<file path="config.mk">
export PLATFORM = sky130hd
export DESIGN_NAME = spi_regbank
export DESIGN_NICKNAME = d
export VERILOG_FILES = /design/src/rtl/spi_regbank_pkg.sv /design/src/rtl/spi_in_sync.sv /design/src/rtl/spi_regbank.sv
export SDC_FILE = /design/constraint.sdc
export NUM_CORES = 1
export LEC_CHECK = 0
export CAP_MARGIN = 10
export CORE_MARGIN = 2
export CORE_UTILIZATION = 54
export CTS_CLUSTER_DIAMETER = 150
export CTS_CLUSTER_SIZE = 20
export DETAILED_ROUTE_END_ITERATION = 6
export GPL_TIMING_DRIVEN = 0
export PLACE_DENSITY = 0.79
export SYNTH_ARGS = -nofsm -noshare
export SYNTH_HDL_FRONTEND = slang
export SYNTH_SLANG_ARGS = --single-unit
</file>
<file path="constraint.sdc">
create_clock -name clk -period 3 [get_ports clk]
set_clock_uncertainty 0.05 [all_clocks]
set_input_delay 0.3 -clock clk [delete_from_list [all_inputs] [get_ports clk]]
set_output_delay 0.3 -clock clk [all_outputs]
set_load 0.01 [all_outputs]
</file>
<file path="src/rtl/spi_regbank_pkg.sv">
// spi_regbank_pkg : shared types and frame-geometry helpers for the SPI register bank. (rev 1.0)
`default_nettype none

package spi_regbank_pkg;

  typedef enum logic [2:0] {
    IDLE    = 3'd0,
    ADDR    = 3'd1,
    DATA    = 3'd2,
    OVER    = 3'd3,
    WAIT_CS = 3'd4
  } state_t;

  localparam logic RW_WRITE = 1'b1;

  function automatic int frame_len(input int addr_w, input int data_w);
    return 1 + addr_w + data_w;
  endfunction

  function automatic int cnt_width(input int addr_w, input int data_w);
    return $clog2(frame_len(addr_w, data_w) + 1);
  endfunction

endpackage

`default_nettype wire

</file>
<file path="src/rtl/spi_in_sync.sv">
// spi_in_sync : multi-stage synchroniser with previous-value register and edge pulses. (rev 1.0)
`default_nettype none

module spi_in_sync
  import spi_regbank_pkg::*;
#(
  parameter int   SYNC_LENGTH = 2,
  parameter logic RESET_VAL   = 1'b0
) (
  input  logic clk,
  input  logic rst,
  input  logic din,
  output logic level,
  output logic rise,
  output logic fall
);

  logic [SYNC_LENGTH-1:0] r_sync;
  logic                   r_prev;

  always_ff @(posedge clk or posedge rst) begin
    if (rst) begin
      r_sync <= {SYNC_LENGTH{RESET_VAL}};
      r_prev <= RESET_VAL;
    end else begin
      r_sync <= {r_sync[SYNC_LENGTH-2:0], din};
      r_prev <= r_sync[SYNC_LENGTH-1];
    end
  end

  assign level = r_sync[SYNC_LENGTH-1];
  assign rise  = level & ~r_prev;
  assign fall  = ~level & r_prev;

endmodule

`default_nettype wire

</file>
<file path="src/rtl/spi_regbank.sv">
// spi_regbank : mode-0 SPI slave register bank, commit on chip-select release. (rev 1.0)
// Optional CIPO read-back is built when SPI_READBACK_EN is defined.
`default_nettype none

module spi_regbank
  import spi_regbank_pkg::*;
#(
  parameter int ADDR_W      = 7,
  parameter int DATA_W      = 8,
  parameter int NUM_REGS    = 5,
  parameter int SYNC_LENGTH = 2
) (
  input  logic                       clk,
  input  logic                       rst,
  input  logic                       sclk,
  input  logic                       ncs,
  input  logic                       copi,
  output logic                       cipo,
  output logic                       cipo_oe,
  output logic [NUM_REGS*DATA_W-1:0] regs_flat,
  output logic [NUM_REGS-1:0]        wr_strobe,
  output logic                       frame_err
);

  localparam int FRAME_LEN = frame_len(ADDR_W, DATA_W);
  localparam int CNT_W     = cnt_width(ADDR_W, DATA_W);
  localparam int SETTLE_W  = $clog2(SYNC_LENGTH + 3);

  localparam logic [CNT_W-1:0]    CNT_LAST_ADDR = CNT_W'(ADDR_W);
  localparam logic [CNT_W-1:0]    CNT_LAST_DATA = CNT_W'(FRAME_LEN - 1);
  localparam logic [CNT_W-1:0]    CNT_FRAME     = CNT_W'(FRAME_LEN);
  localparam logic [CNT_W-1:0]    CNT_SAT       = CNT_W'(FRAME_LEN + 1);
  localparam logic [SETTLE_W-1:0] SETTLE_DONE   = SETTLE_W'(SYNC_LENGTH + 2);

  logic w_sclk_s, w_sclk_rise, w_sclk_fall;
  logic w_ncs_s, w_ncs_rise, w_ncs_fall;
  logic w_copi_s, w_copi_rise, w_copi_fall;

  spi_in_sync #(.SYNC_LENGTH(SYNC_LENGTH), .RESET_VAL(1'b0)) u_sync_sclk (
    .clk(clk), .rst(rst), .din(sclk),
    .level(w_sclk_s), .rise(w_sclk_rise), .fall(w_sclk_fall)
  );

  spi_in_sync #(.SYNC_LENGTH(SYNC_LENGTH), .RESET_VAL(1'b1)) u_sync_ncs (
    .clk(clk), .rst(rst), .din(ncs),
    .level(w_ncs_s), .rise(w_ncs_rise), .fall(w_ncs_fall)
  );

  spi_in_sync #(.SYNC_LENGTH(SYNC_LENGTH), .RESET_VAL(1'b0)) u_sync_copi (
    .clk(clk), .rst(rst), .din(copi),
    .level(w_copi_s), .rise(w_copi_rise), .fall(w_copi_fall)
  );

  state_t                r_state;
  logic [CNT_W-1:0]      r_cnt;
  logic [FRAME_LEN-1:0]  r_shift;
  logic                  r_ovf;
  logic [SETTLE_W-1:0]   r_settle;
  logic [FRAME_LEN-1:0]  w_next_shift;
  logic                  w_fresh;

  assign w_next_shift = {r_shift[FRAME_LEN-2:0], w_copi_s};
  // A chip select already low when reset releases shows up as a falling edge
  // while the synchroniser refills; such a frame must be skipped, not decoded.
  assign w_fresh      = (r_settle != SETTLE_DONE);

  always_ff @(posedge clk or posedge rst) begin
    if (rst) begin
      r_state   <= IDLE;
      r_cnt     <= '0;
      r_shift   <= '0;
      r_ovf     <= 1'b0;
      r_settle  <= '0;
      regs_flat <= '0;
      wr_strobe <= '0;
      frame_err <= 1'b0;
    end else begin
      wr_strobe <= '0;
      frame_err <= 1'b0;
      if (w_fresh) r_settle <= r_settle + 1'b1;
      case (r_state)
        IDLE: begin
          if (w_ncs_fall) begin
            r_state <= w_fresh ? WAIT_CS : ADDR;
            r_cnt   <= '0;
            r_shift <= '0;
            r_ovf   <= 1'b0;
          end
        end
        WAIT_CS: begin
          if (w_ncs_s) r_state <= IDLE;
        end
        ADDR, DATA, OVER: begin
          if (w_ncs_rise) begin
            r_state <= IDLE;
            if (r_cnt != CNT_FRAME || r_ovf) begin
              frame_err <= 1'b1;
            end else if (r_shift[FRAME_LEN-1] == RW_WRITE) begin
              for (int k = 0; k < NUM_REGS; k++) begin
                if (r_shift[DATA_W +: ADDR_W] == ADDR_W'(k)) begin
                  regs_flat[k*DATA_W +: DATA_W] <= r_shift[DATA_W-1:0];
                  wr_strobe[k]                  <= 1'b1;
                end
              end
            end
          end else if (w_sclk_rise) begin
            if (r_cnt != CNT_SAT) r_cnt <= r_cnt + 1'b1;
            if (r_state == OVER) begin
              r_ovf <= 1'b1;
            end else begin
              r_shift <= w_next_shift;
              if (r_state == ADDR && r_cnt == CNT_LAST_ADDR) r_state <= DATA;
              if (r_state == DATA && r_cnt == CNT_LAST_DATA) r_state <= OVER;
            end
          end
        end
        default: r_state <= IDLE;
      endcase
    end
  end

`ifdef SPI_READBACK_EN
  logic [DATA_W-1:0] r_out_shift;
  logic [DATA_W-1:0] w_rd_word;
  logic              unused_edges;

  assign unused_edges = ^{w_copi_rise, w_copi_fall, w_sclk_s};

  always_comb begin
    w_rd_word = '0;
    for (int k = 0; k < NUM_REGS; k++) begin
      if (w_next_shift[ADDR_W-1:0] == ADDR_W'(k)) w_rd_word = regs_flat[k*DATA_W +: DATA_W];
    end
  end

  always_ff @(posedge clk or posedge rst) begin
    if (rst) begin
      r_out_shift <= '0;
      cipo        <= 1'b0;
      cipo_oe     <= 1'b0;
    end else if (r_state != ADDR && r_state != DATA) begin
      cipo    <= 1'b0;
      cipo_oe <= 1'b0;
    end else if (w_ncs_rise) begin
      cipo    <= 1'b0;
      cipo_oe <= 1'b0;
    end else if (r_state == ADDR) begin
      if (w_sclk_rise && r_cnt == CNT_LAST_ADDR && w_next_shift[ADDR_W] != RW_WRITE) begin
        r_out_shift <= w_rd_word;
        cipo_oe     <= 1'b1;
      end
    end else if (w_sclk_rise && r_cnt == CNT_LAST_DATA) begin
      cipo    <= 1'b0;
      cipo_oe <= 1'b0;
    end else if (cipo_oe && w_sclk_fall) begin
      cipo        <= r_out_shift[DATA_W-1];
      r_out_shift <= r_out_shift << 1;
    end
  end
`else
  logic unused_edges;

  assign unused_edges = ^{w_copi_rise, w_copi_fall, w_sclk_s, w_sclk_fall};
  assign cipo         = 1'b0;
  assign cipo_oe      = 1'b0;
`endif

endmodule

`default_nettype wire

</file>
==> impl.org <==
** Worst setup path
- STA puts the critical path data required time at 3.18 ns.
- Critical-path maximum fanout :: 9
- The signal on the critical path passes through nand2b_1, clkbuf_1, or4_1, buf_6, nor4_4, mux2_2.
- The worst setup path is launched from a register.
- Counting cells, the worst reg-to-reg path comes to 6.
- The worst setup path is captured at a register.
- CP max stage delay :: 0.62 ns
- The critical path is of the reg -> reg type.
- STA puts the critical path data arrival time at 2.97 ns.
- Source of the worst register-to-register timing path :: u_sync_ncs.r_sync[1]$_DFF_PP1_
- Setup slack on the worst reg-to-reg path comes out at 0.21 ns.
- The worst register-to-register path ends at regs_flat[0]$_DFFE_PP0P_.
- Slowest cell on the critical path :: sky130_fd_sc_hd__nor4_4

** STA
- Slew Viols, Final :: 0
- Setup repair after global routing left no endpoint under its margin.
- Final clock period utilization by the worst path :: 0.9294
- Static timing analysis puts the maximum clock frequency at 0.3587 GHz.
- Fin crit period :: 2.788 ns
- Final Worst Setup Slack :: 0.2118 ns
- Number of failing hold endpoints at the final stage :: 0
- At the pin with the least slew margin, the transition time is 0.8982 ns.
- Min Hold Slack :: 0.1703 ns
- In this run the tightest slew margin relative to its limit is 0.3984.
- Final setup fails :: 0

** Run
- Max_cap viols :: 0

** Worst hold path
- Hold WC Path Type :: in -> async

** Routing
- Met2 Wirelength :: 3.181 mm
- Initial DRC count :: 109
- Dividing the detail-routed wire length by the instance count gives 16.30 µm.
- Met3 WL post-DR :: 215 µm
- After detailed routing, the number of remaining DRC violations is 0.
- For this run, the detailed router's first-pass iteration total came to 4.
- The routed layout has 2364 vias.
- Wires add up to 6.912 mm.
- After detailed routing, the wire length on met1 is 3.413 mm.
- Once detail routing completed, the nets flagged for antenna violations numbered 0.
- In the routed layout, each cell is associated on average with a via count of 5.575.
- The highest layer touched by signal routing is met4.

** Synthesis
- Flops & latches, synth :: 82
- After technology mapping, the gate count stands at 279.
- Number of warnings printed during yosys synthesis :: 0
- In the post-synthesis netlist, the biggest area contributors are sky130_fd_sc_hd__dfrtp_1 (55%), sky130_fd_sc_hd__mux2_2 (7.8%), sky130_fd_sc_hd__mux2_4 (6.7%).
- Flip-flop cell with the highest count after synthesis :: sky130_fd_sc_hd__dfrtp_1
- Part of the Yosys area used for sequential elements :: 0.5707
- Of all flip-flops after synthesis, the portion carrying an async set or reset was 1.000.
- In this run the cell area of the synthesized design comes to 3602 µm².
- The synthesized design spends more area on one cell type than any other, namely sky130_fd_sc_hd__dfrtp_1.
- Post-synth top area share :: 0.5488
- In this run, synthesis inferred 0 flip-flops with an integrated enable.
- The most common cell in the synthesized netlist is sky130_fd_sc_hd__dfrtp_1.
- Distinct cell type count of the synthesized netlist :: 51
- Dividing the synthesized area by the synthesized cell count gives 12.91 µm².
- After synthesis, the most frequently instantiated cells are sky130_fd_sc_hd__dfrtp_1 (79), sky130_fd_sc_hd__mux2_2 (25), sky130_fd_sc_hd__nand2_1 (17).

** Clock tree
- The number of gates resized after CTS was 0.
- No sink is reached through more buffers than the 2 on the longest clock path.
- In this run, post-CTS hold repair placed 0 buffers.
- TritonCTS built the clock tree.
- Clock latency on the worst-skew pair :: 0.34 ns
- Total setup buffers inserted after CTS :: 0
- Number of sinks on the clock net :: 82
- After clock tree synthesis, the clock-pin slew on the worst setup and hold paths is 0.08 ns.
- The H-tree generated during clock tree synthesis spans 3 levels.
- The tree is rooted in a sky130_fd_sc_hd__clkbuf_8.
- In this run, CTS created clock tree buffers numbering 9.

** Floorplanning
- Die area :: 7340 µm²
- Core Area :: 6386 µm²
- The initial utilization of the core area, before any placement, comes to 0.5641.
- The die is 85.68 µm wide.
- I/O pin count :: 53
- Measured along the y axis, the die boundary spans 85.68 µm.
- After floorplanning, the core was divided into 29 placement rows.

** Run status
- The run finished with clean final reports.

** Placed design
- Pre-CTS setup slack :: 0.2055 ns
- Hpwl dp :: 4.764 mm
- Final weighted congestion of routability-driven global placement :: 0.8946
- Buffers placed on the I/O ports in this run total 50.

** Pwr
- Power spread over the standard cell area amounts to 602.0 nW/µm².
- Maximum resistive drop on vdd :: 0.3638 mV
- Leakage Power :: 1.999 nW

** Global routing
- The number of antenna violations at the first check in global routing came to 0.
- Entering global routing, the biggest net connects 72 pins.
- Total grt overflow :: 0
- Wire length of the first global-routing pass :: 11.60 mm
- GRT Total Usage :: 0.2015
- Via count of the first global-routing pass :: 2273

** Finish
- Final Net Count :: 353
- For this run, the share of the core covered by cells in the final layout is 0.6969.
- Antenna diode instance count :: 0
- Layout area overhead :: 23.55%
- After filler insertion, the fill cell instance count of the layout stands at 460.
- In the final layout, the share of cells above drive strength 1 is 0.2190.
power breakdown:
| group | leakage (nW) | internal (mW) | total, mW | switching (mW) |
|---|---|---|---|---|
| sequential | 1.11 | 1.19 | 1.32 | 0.132 |
| combinational | 0.787 | 0.186 | 0.486 | 0.300 |
| clock | 0.107 | 0.472 | 0.868 | 0.396 |
per-stage QoR:
stage | cells | cell area [µm²] | setup TNS, ns | power (mW)
after floorplan | 280 | 3606 | 0 | 1.663
after global placement | 407 | 4203 | -51.97 | 1.799
after detailed placement | 408 | 4233 | 0 | 1.824
after CTS | 424 | 4451 | 0 | 2.691
after global routing | 424 | 4451 | 0 | 2.803
final | 424 | 4451 | 0 | 2.679
registers in the layout, indices dropped and copies added, names as in the netlist:
signal / count
frame_err: 1
r_cnt: 5
r_ovf: 1
r_settle: 3
r_shift: 16
r_state: 3
regs_flat: 40
u_sync_copi.r_sync: 2
u_sync_ncs.r_prev: 1
u_sync_ncs.r_sync: 2
u_sync_sclk.r_prev: 1
u_sync_sclk.r_sync: 2
wr_strobe: 5
cells by family after synthesis:
| group | Yosys count | share of synthesized area |
|---|---|---|
| buf+inv | 31 | 0.04064 |
| other cells | 1 | 0.001041 |
| xor+xnor | 2 | 0.004864 |
| compound gates | 45 | 0.08406 |
| mux | 48 | 0.1643 |
| fa+ha+maj | 6 | 0.02084 |
| simple gates | 64 | 0.1136 |
| flops | 82 | 0.5707 |
cell usage in the layout, fill, tap and decap left out, types with 3 or more instances in the layout:
master,Yosys,final
sky130_fd_sc_hd__o31ai_1,5,5
sky130_fd_sc_hd__clkbuf_8,0,9
sky130_fd_sc_hd__clkbuf_1,10,11
sky130_fd_sc_hd__mux2i_1,7,7
sky130_fd_sc_hd__dfrtp_1,79,79
sky130_fd_sc_hd__nand2b_1,7,7
sky130_fd_sc_hd__dfstp_2,3,3
sky130_fd_sc_hd__clkdlybuf4s50_1,0,50
sky130_fd_sc_hd__a21oi_1,3,3
sky130_fd_sc_hd__nand2_1,17,17
sky130_fd_sc_hd__or2_2,3,3
sky130_fd_sc_hd__nor2_1,10,10
sky130_fd_sc_hd__o41ai_1,7,7
sky130_fd_sc_hd__buf_6,3,3
sky130_fd_sc_hd__nor3_1,5,5
sky130_fd_sc_hd__a31oi_1,3,3
sky130_fd_sc_hd__o21ai_0,15,15
sky130_fd_sc_hd__inv_1,15,14
sky130_fd_sc_hd__mux2_2,25,25
sky130_fd_sc_hd__mux2_4,16,16
sky130_fd_sc_hd__ha_1,6,6
sky130_fd_sc_hd__nor4_4,3,3
worst max-delay path: cells and delay by family (launching register included):
family                 cells  cell delay, ns
and+or+nand+nor            3            1.26
buffers and inverters      2            0.36
muxes                      1            0.40
DFF                        1            0.59
layer usage:
layer,global-route usage,up-vias
met5,0,-
met4,0.08225,0
met3,0.03176,10
met2,0.3011,57
met1,0.2971,1176
li1,-,1121
worst max path at each step:
stage	start	to	slack (ns)	cells past startpoint
final	u_sync_ncs.r_sync[1]$_DFF_PP1_	regs_flat[0]$_DFFE_PP0P_	0.21	6
after global routing	u_sync_ncs.r_sync[1]$_DFF_PP1_	regs_flat[8]$_DFFE_PP0P_	0.08	6
after CTS	u_sync_ncs.r_sync[1]$_DFF_PP1_	regs_flat[3]$_DFFE_PP0P_	0.19	6
after detailed placement	u_sync_ncs.r_sync[1]$_DFF_PP1_	regs_flat[3]$_DFFE_PP0P_	0.21	6
after global placement	rst	regs_flat[9]$_DFFE_PP0P_	-0.66	2
after floorplan	u_sync_ncs.r_sync[1]$_DFF_PP1_	regs_flat[16]$_DFFE_PP0P_	0.45	7
area by class of cell:
class	count	area, µm²	share of cell area
inverters	15	58.81	0.01321
plain buffers	16	90.09	0.02024
multi-input cells	167	1404	0.3154
repair buffers	51	528.0	0.1186
clock inverters	6	90.09	0.02024
well taps	77	96.34	0.02165
clock buffers	10	127.6	0.02868
flip-flops and latches	82	2056	0.4619
No activity file was read; power rests on OpenSTA's default activity.
==> variant, RTL diff (config.mk and constraints unchanged) <==
`RESET_VAL` is set to 1'b0 in 3 places; all go to 1'b1.
--- a/src/rtl/spi_in_sync.sv
+++ b/src/rtl/spi_in_sync.sv
@@ -6,5 +6,5 @@
 #(
   parameter int   SYNC_LENGTH = 2,
-  parameter logic RESET_VAL   = 1'b0
+  parameter logic RESET_VAL   = 1'b1
 ) (
   input  logic clk,
--- a/src/rtl/spi_regbank.sv
+++ b/src/rtl/spi_regbank.sv
@@ -37,5 +37,5 @@
   logic w_copi_s, w_copi_rise, w_copi_fall;
 
-  spi_in_sync #(.SYNC_LENGTH(SYNC_LENGTH), .RESET_VAL(1'b0)) u_sync_sclk (
+  spi_in_sync #(.SYNC_LENGTH(SYNC_LENGTH), .RESET_VAL(1'b1)) u_sync_sclk (
     .clk(clk), .rst(rst), .din(sclk),
     .level(w_sclk_s), .rise(w_sclk_rise), .fall(w_sclk_fall)
@@ -47,5 +47,5 @@
   );
 
-  spi_in_sync #(.SYNC_LENGTH(SYNC_LENGTH), .RESET_VAL(1'b0)) u_sync_copi (
+  spi_in_sync #(.SYNC_LENGTH(SYNC_LENGTH), .RESET_VAL(1'b1)) u_sync_copi (
     .clk(clk), .rst(rst), .din(copi),
     .level(w_copi_s), .rise(w_copi_rise), .fall(w_copi_fall)
Function: same outputs for any inputs over 10 cycles, from zero or initial values and one cycle with rst high; that may be too few to reach the edited logic, so the function may still have changed.
==> variant against the original RTL <==
The flow now finishes with violations (DRC); sequential cell count unchanged; setup slack improved by 0.029 ns; combinational power is 1% higher; wire length up 0.65%; area after synthesis is 0.17% higher; cell area decreased by 0.65%; sequential share of layout area grew 0.44 points; power is 4.0% lower; critical path type unchanged; largest power group unchanged.
==> variant: results (changes against the original RTL) <==
metric	value	unit	change
run status	finished with violations		was completed
failing checks	DRC		
total number of vias	2384		was 2364
synth top area cells	dfrtp_1, mux2_2, mux2_4		unchanged
share of cells above drive strength 1	23.6	%	was 21.9%
Max IR drop VDD	0.418	mV	was 0.364 mV
WP data arrival	2.96	ns	was 2.97 ns
fin area	4420	um^2	was 4450 um^2
Clk Latency, worst-skew pair	0.36	ns	was 0.34 ns
Synth top cells by count	dfrtp_1, mux2_2, nand2_1, mux2_4		unchanged
DRT met1 WL	3290	um	was 3410 um
initial DRC count	134		was 109
register area share after synthesis	57.1	%	about the same
Placed Area	4240	um^2	was 4230 um^2
Leak Pwr	1.98	nW	was 2.00 nW
Worst-path clk slew	0.10	ns	was 0.08 ns
M3 GR Usage	4.04	%	was 3.18%
GR Util met1	30.4	%	was 29.7%
Layout fillers	467		was 460
largest net degree at the start of global routing	73		was 72
complex-gate fraction of the synthesized area	8.39	%	was 8.41%
DRC Markers	2		was 0
DRT Pass-1 Iters	7		was 4
Slew Limit Headroom	35.9	%	was 39.8%
GRT Util Overall	20.8	%	was 20.2%
vias in the first global route	2325		was 2273
XOR/XNOR Fraction of Synth Area	0.485	%	was 0.486%
met2 GRT Util	31.3	%	was 30.1%
first-pass GRT wire length	11800	um	was 11600 um
GPL Wtd Cong	0.853		was 0.895
Post-DP HPWL	4750	um	was 4760 um
Internal	1.70	mW	was 1.85 mW
[variant: per-stage QoR]
stage          hold WS, ns  setup slack [ns]  cells
2_1_floorplan        0.254             0.449    280
3_5_place_dp         0.298             0.251    408
6_report             0.147             0.241    424
3_3_place_gp         0.295            -0.631    407
5_1_grt              0.148             0.108    424
4_1_cts              0.140             0.225    424
[variant: area by class of cell]
class	count	area share, %
sequential	82	46.6
multi-input combinational	167	31.7
timing repair buffer	51	11.9
clock buffer	9	2.80
tap	77	2.18
buffer	16	2.04
clock inverter	7	1.33
inverter	15	1.33
[variant: path summary, 6_finish.rpt]
| path | startpoint | endpoint | slack (ns) | cells after the start |
|---|---|---|---|---|
| max | u_sync_ncs.r_sync[1] | regs_flat[38] | 0.24 | 6 |
| min | rst | r_state[0] | 0.15 | 2 |
| max reg2reg | u_sync_ncs.r_sync[1] | regs_flat[38] | 0.24 | 6 |
| min reg2reg | u_sync_ncs.r_sync[0] | u_sync_ncs.r_sync[1] | 0.31 | 0 |
| max in group asynchronous | rst | u_sync_copi.r_sync[0] | 2.15 | 3 |
| min in group clk | ncs | u_sync_ncs.r_sync[0] | 0.31 | 1 |
[variant: power groups by stage]
stage / registers (mW) / clock network [mW] / logic [mW]
after floorplan: 1.29 / 0 / 0.371
after global placement: 1.34 / 0 / 0.462
after detailed placement: 1.35 / 0 / 0.485
after CTS: 1.33 / 0.772 / 0.488
after global routing: 1.34 / 0.819 / 0.548
final: 1.33 / 0.749 / 0.491
[variant: worst max-delay path, cell delays in order, from the launching register on]
cell	delay, ns
dfstp_2	0.59
nand2b_1	0.06
clkbuf_1	0.20
or4_1	0.56
buf_6	0.16
nor4_4	0.62
mux2_2	0.41
